==> src/rtl/tpu_dot_seq.sv <==
// Operand sequencer / result collector for the TPU minifloat MAC cell: one dot product per job.
// Optional TPU_DOT_SEQ_ERR_ABORT_EN: once an overflow is seen, later pairs are counted but driven as zero.
module tpu_dot_seq #(
  parameter int unsigned CNT_W = 16
) (
  input  logic             clk,
  input  logic             reset,
  input  logic [7:0]       in_a,
  input  logic [7:0]       in_b,
  input  logic             in_valid,
  input  logic             in_last,
  output logic             in_ready,
  output logic             mac_reset,
  output logic [7:0]       mac_in1,
  output logic [7:0]       mac_in2,
  output logic             mac_out_HL,
  input  logic [15:0]      mac_out,
  input  logic             mac_error,
  output logic [31:0]      res_data,
  output logic             res_error,
  output logic [CNT_W-1:0] res_count,
  output logic             res_valid,
  input  logic             res_ready
);

  typedef enum logic [2:0] {
    S_IDLE,
    S_STREAM,
    S_FLUSH,
    S_RD_HI,
    S_RD_LO,
    S_RESP
  } state_t;

  localparam logic [CNT_W-1:0] CNT_MAX = '1;
  localparam logic [CNT_W-1:0] CNT_ONE = CNT_W'(1);

  state_t           state, state_nx;
  logic [CNT_W-1:0] cnt, cnt_d;
  logic             err, err_d;
  logic             accept;
  logic             abort;

  logic             in_ready_d, mac_reset_d, mac_hl_d;
  logic [7:0]       mac_in1_d, mac_in2_d;
  logic [31:0]      res_data_d;
  logic             res_error_d, res_valid_d;
  logic [CNT_W-1:0] res_count_d;

  always_ff @(posedge clk) begin
    if (reset) state <= S_IDLE;
    else       state <= state_nx;
  end

  always_comb begin
    state_nx = state;
    accept   = in_valid && in_ready;
    case (state)
      S_IDLE:   if (accept) state_nx = in_last ? S_FLUSH : S_STREAM;
      S_STREAM: if (accept && in_last) state_nx = S_FLUSH;
      S_FLUSH:  state_nx = S_RD_HI;
      S_RD_HI:  state_nx = S_RD_LO;
      S_RD_LO:  state_nx = S_RESP;
      S_RESP:   if (res_valid && res_ready) state_nx = S_IDLE;
      default:  state_nx = S_IDLE;
    endcase
  end

  // Outputs are registered, so their next values are derived from the next state.
  always_comb begin
    in_ready_d  = (state_nx == S_IDLE) || (state_nx == S_STREAM);
    mac_reset_d = (state_nx == S_IDLE) || (state_nx == S_RESP);
    mac_in1_d   = '0;
    mac_in2_d   = '0;
    mac_hl_d    = mac_out_HL;
    res_data_d  = res_data;
    res_error_d = res_error;
    res_count_d = res_count;
    res_valid_d = res_valid;
    cnt_d       = cnt;
    err_d       = err;
`ifdef TPU_DOT_SEQ_ERR_ABORT_EN
    abort = (state == S_STREAM) && (err || mac_error);
`else
    abort = 1'b0;
`endif
    case (state)
      S_IDLE: begin
        if (accept) begin
          mac_in1_d = in_a;
          mac_in2_d = in_b;
          cnt_d     = CNT_ONE;
          err_d     = 1'b0;
        end
      end
      S_STREAM: begin
        err_d = err || mac_error;
        if (accept) begin
          if (!abort) begin
            mac_in1_d = in_a;
            mac_in2_d = in_b;
          end
          if (cnt != CNT_MAX) cnt_d = cnt + CNT_ONE;
        end
      end
      S_FLUSH: begin
        err_d    = err || mac_error;
        mac_hl_d = 1'b1;
      end
      S_RD_HI: begin
        res_data_d[31:16] = mac_out;
        mac_hl_d          = 1'b0;
      end
      S_RD_LO: begin
        res_data_d[15:0] = mac_out;
        res_error_d      = err;
        res_count_d      = cnt;
        res_valid_d      = 1'b1;
      end
      S_RESP: begin
        if (res_ready) res_valid_d = 1'b0;
      end
      default: ;
    endcase
  end

  always_ff @(posedge clk) begin
    if (reset) begin
      in_ready   <= 1'b0;
      mac_reset  <= 1'b1;
      mac_in1    <= '0;
      mac_in2    <= '0;
      mac_out_HL <= 1'b0;
      res_data   <= '0;
      res_error  <= 1'b0;
      res_count  <= '0;
      res_valid  <= 1'b0;
      cnt        <= '0;
      err        <= 1'b0;
    end else begin
      in_ready   <= in_ready_d;
      mac_reset  <= mac_reset_d;
      mac_in1    <= mac_in1_d;
      mac_in2    <= mac_in2_d;
      mac_out_HL <= mac_hl_d;
      res_data   <= res_data_d;
      res_error  <= res_error_d;
      res_count  <= res_count_d;
      res_valid  <= res_valid_d;
      cnt        <= cnt_d;
      err        <= err_d;
    end
  end

endmodule

==> config.mk <==
export PLATFORM = sky130hd
export DESIGN_NAME = tpu_dot_seq
export DESIGN_NICKNAME = d
export VERILOG_FILES = /design/src/rtl/tpu_dot_seq.sv
export SDC_FILE = /design/constraint.sdc
export NUM_CORES = 1
export LEC_CHECK = 0
export CAP_MARGIN = 30
export CORE_MARGIN = 3
export CORE_UTILIZATION = 40
export CTS_BUF_LIST = sky130_fd_sc_hd__clkbuf_16
export DETAILED_ROUTE_END_ITERATION = 7
export PLACE_DENSITY = 0.71
export SLEW_MARGIN = 10
export SYNTH_ARGS = -nofsm -noshare
export SYNTH_HDL_FRONTEND = slang
export SYNTH_SLANG_ARGS = --single-unit
==> constraint.sdc <==
create_clock -name clk -period 2.4 [get_ports clk]
set_input_delay 0.36 -clock clk [delete_from_list [all_inputs] [get_ports clk]]
set_output_delay 0.36 -clock clk [all_outputs]
set_load 0.005 [all_outputs]
==> metrics.yaml <==
outcome:
  status: "complete, no violations"
route:
  firstDrtPassIters: 4
  vias_per_cell: 5.039
  wirelength_um: 8230
  wl_per_cell_um: 13.93
  drtIter0Drc: 164
  dr_total_vias: 2978
  drc: 0
  ant_nets: 0
logic_synthesis:
  synth_cells: 386
  syn_area_sq_um: 3309
  synth_ff_type: "dfxtp_1"
  avgSynthCellArea_sq_um: 8.574
  synth_warnings: 0
  ys_ff_latch: 89
  syn-num-nets: 425
  synth.distinct_cells: 41
  ys_seq_area_share_pct: 53.84
  synth_edf_count: 0
  synthArstFlopShare_pct: 0
placement:
  io_buffer_count: 106
  dp_hpwl_um: 5668
  post-place-cells: 575
  pre_cts_ws_ns: 0.3271
  routabilityCongestion: 0.7771
clock_network:
  post_cts_buffers: 0
  cts_resized: 0
  hold_buffers: 0
  clock_latency_ns: 0.34
  cts_tree: "built"
  clk_pin_slew_ns: 0.07
  htreeDepth: 3
  clock_sinks: 89
  cts.path.max_buffers: 2
  cts_buffers: 9
  root_buffer: "clkbuf_16"
timing:
  final_max_slew_viol_count: 0
  rsz0062_at_grt: "no"
  finalSetupViolations: 0
  fin_skew_ns: 0.008224
  setup-tns-final_ns: 0
  tightest_slew_ns: 0.6437
  post-route-min-period_ns: 1.807
  hold_violations: 0
  holdWs_ns: 0.2855
  setup_ws_ns: 0.5927
  max_freq_mhz: 553.3
  relSlewSlack_pct: 57.09
  period_share_pct: 75.30
final_layout:
  syn_to_final_growth_pct: 42.23
  ff_latch_area_sq_um: 1782
  n_fill_cell: 704
  final_cells: 591
  diodes: 0
  multi_input_area_sq_um: 1394
  drive_above_1_share_pct: 6.135
  nets: 523
setup_path:
  crit_chain: "and4bb_1 -> nand3_2 -> or4_1 -> a21oi_1"
  crit_fanout: 13
  critical_path_class: "reg2reg"
  slowest_stage: "and4bb_1"
  end_kind: "flip-flop"
  cp.required_ns: 2.66
  crit_path_start_kind: "flip-flop"
  cp.arrival_ns: 2.07
  cpPeakStageDelay_ns: 0.50
die:
  core_sq_um: 7888
  dieArea_sq_um: 9401
  die_h_um: 96.96
  initial_utilization_pct: 41.96
  io-pin-count: 107
  row_count: 32
  fp.dieW_um: 96.96
power:
  ir_drop_mv: 0.3929
  p_leak_nw: 1.578
  power_density_nw_per_um2: 640.7
grt:
  antenna_found_initial: 0
  grt_usage_pct: 17.70
  grt_pass1_wl_um: 13720
  grt_pass1_vias: 2850
  overflow: 0
  grt_max_degree: 57
worst_hold_path:
  min_path_type: "in2reg"
job:
  cap_violations: 0
## worst max-delay path: cells and delay by family, from the launching register on
kind | cells | cell delay (ns)
AOI/OAI and AO/OA | 1 | 0.16
DFF | 1 | 0.44
and+or+nand+nor | 3 | 1.13
## area by class of cell
class	count	area share, %
Sequential cell	89	37.85
Multi-Input combinational cell	269	29.61
Timing Repair Buffer	112	23.66
Clock buffer	9	4.785
Tap cell	102	2.711
Clock inverter	7	1.143
Inverter	3	0.2392
## placed cells by master (no fill, tap or decap), types with 6 or more instances in the layout
cell type,n
clkbuf_16,9
dfxtp_1,89
a21oi_1,67
or4_1,6
and2_1,16
nand2_1,111
clkdlybuf4s50_1,105
or3_1,7
o31ai_1,7
## where the power goes
| part | switching, mW | internal, mW |
|---|---|---|
| registers | 0.0211 | 1.50 |
| clock network | 0.594 | 0.708 |
| logic | 0.0794 | 0.112 |
## stage by stage
step                      cell area (sq um)  utilization [%]  power [mW]
after CTS                              4707            59.68       3.042
after global routing                   4707            59.68       3.127
after floorplan                        3309                -       1.626
after global placement                 4428            56.14       1.745
after detailed placement               4428            56.14       1.747
final                                  4707            59.68       3.016
## cells in the mapped netlist (2+ instances only)
cell | number | area, sq um
a21oi_1 | 67 | 335.3
and2_1 | 16 | 100.1
and3_1 | 2 | 12.51
and4_1 | 3 | 26.28
and4_4 | 3 | 33.78
buf_2 | 7 | 35.03
buf_6 | 3 | 33.78
clkbuf_1 | 13 | 48.80
dfxtp_1 | 89 | 1782
inv_1 | 3 | 11.26
nand2_1 | 111 | 416.7
nand3_1 | 5 | 25.02
nand3_2 | 2 | 20.02
nand4_1 | 5 | 31.28
nor2_1 | 5 | 18.77
nor2b_1 | 2 | 12.51
nor3_1 | 3 | 15.01
o21a_1 | 3 | 22.52
o21ai_0 | 5 | 25.02
o31ai_1 | 7 | 52.55
or3_1 | 7 | 43.79
or4_1 | 6 | 45.04
## kinds of logic after synthesis
kind of cell,count (synthesis),synth area share [%]
fa+ha+maj,1,0.3780
xor+xnor,1,0.2647
mux,1,0.3025
compound gates,89,14.90
buf+inv,28,4.234
flops,89,53.84
simple gates,177,26.09
## registers in the layout, summed over array words and instances (netlist names)
name	cells
res_data	32
cnt	16
res_count	16
mac_in1	8
mac_in2	8
state	3
err	1
in_ready	1
mac_out_HL	1
mac_reset	1
res_error	1
res_valid	1
## routing by layer
metal	global-route usage, %	up-vias	share of wire (%)
met4	6.695	0	1.4
met3	5.191	10	6.5
met2	28.29	80	46
li1	-	1517	-
met1	22.56	1371	46
met5	0	-	0
## path summary, 6_finish.rpt
check / slack [ns] / to / cells after the start / start
worst max register to register: 0.59 / cnt[13]$_SDFFE_PP0P_ / 4 / state[1]$_SDFF_PP0_
worst min register to register: 0.44 / res_error$_SDFFE_PP0P_ / 2 / err$_SDFFE_PP0P_
worst max-delay path: 0.59 / cnt[13]$_SDFFE_PP0P_ / 4 / state[1]$_SDFF_PP0_
worst min-delay path: 0.29 / cnt[1]$_SDFFE_PP0P_ / 2 / reset
No activity file was read; power rests on OpenSTA's default activity.
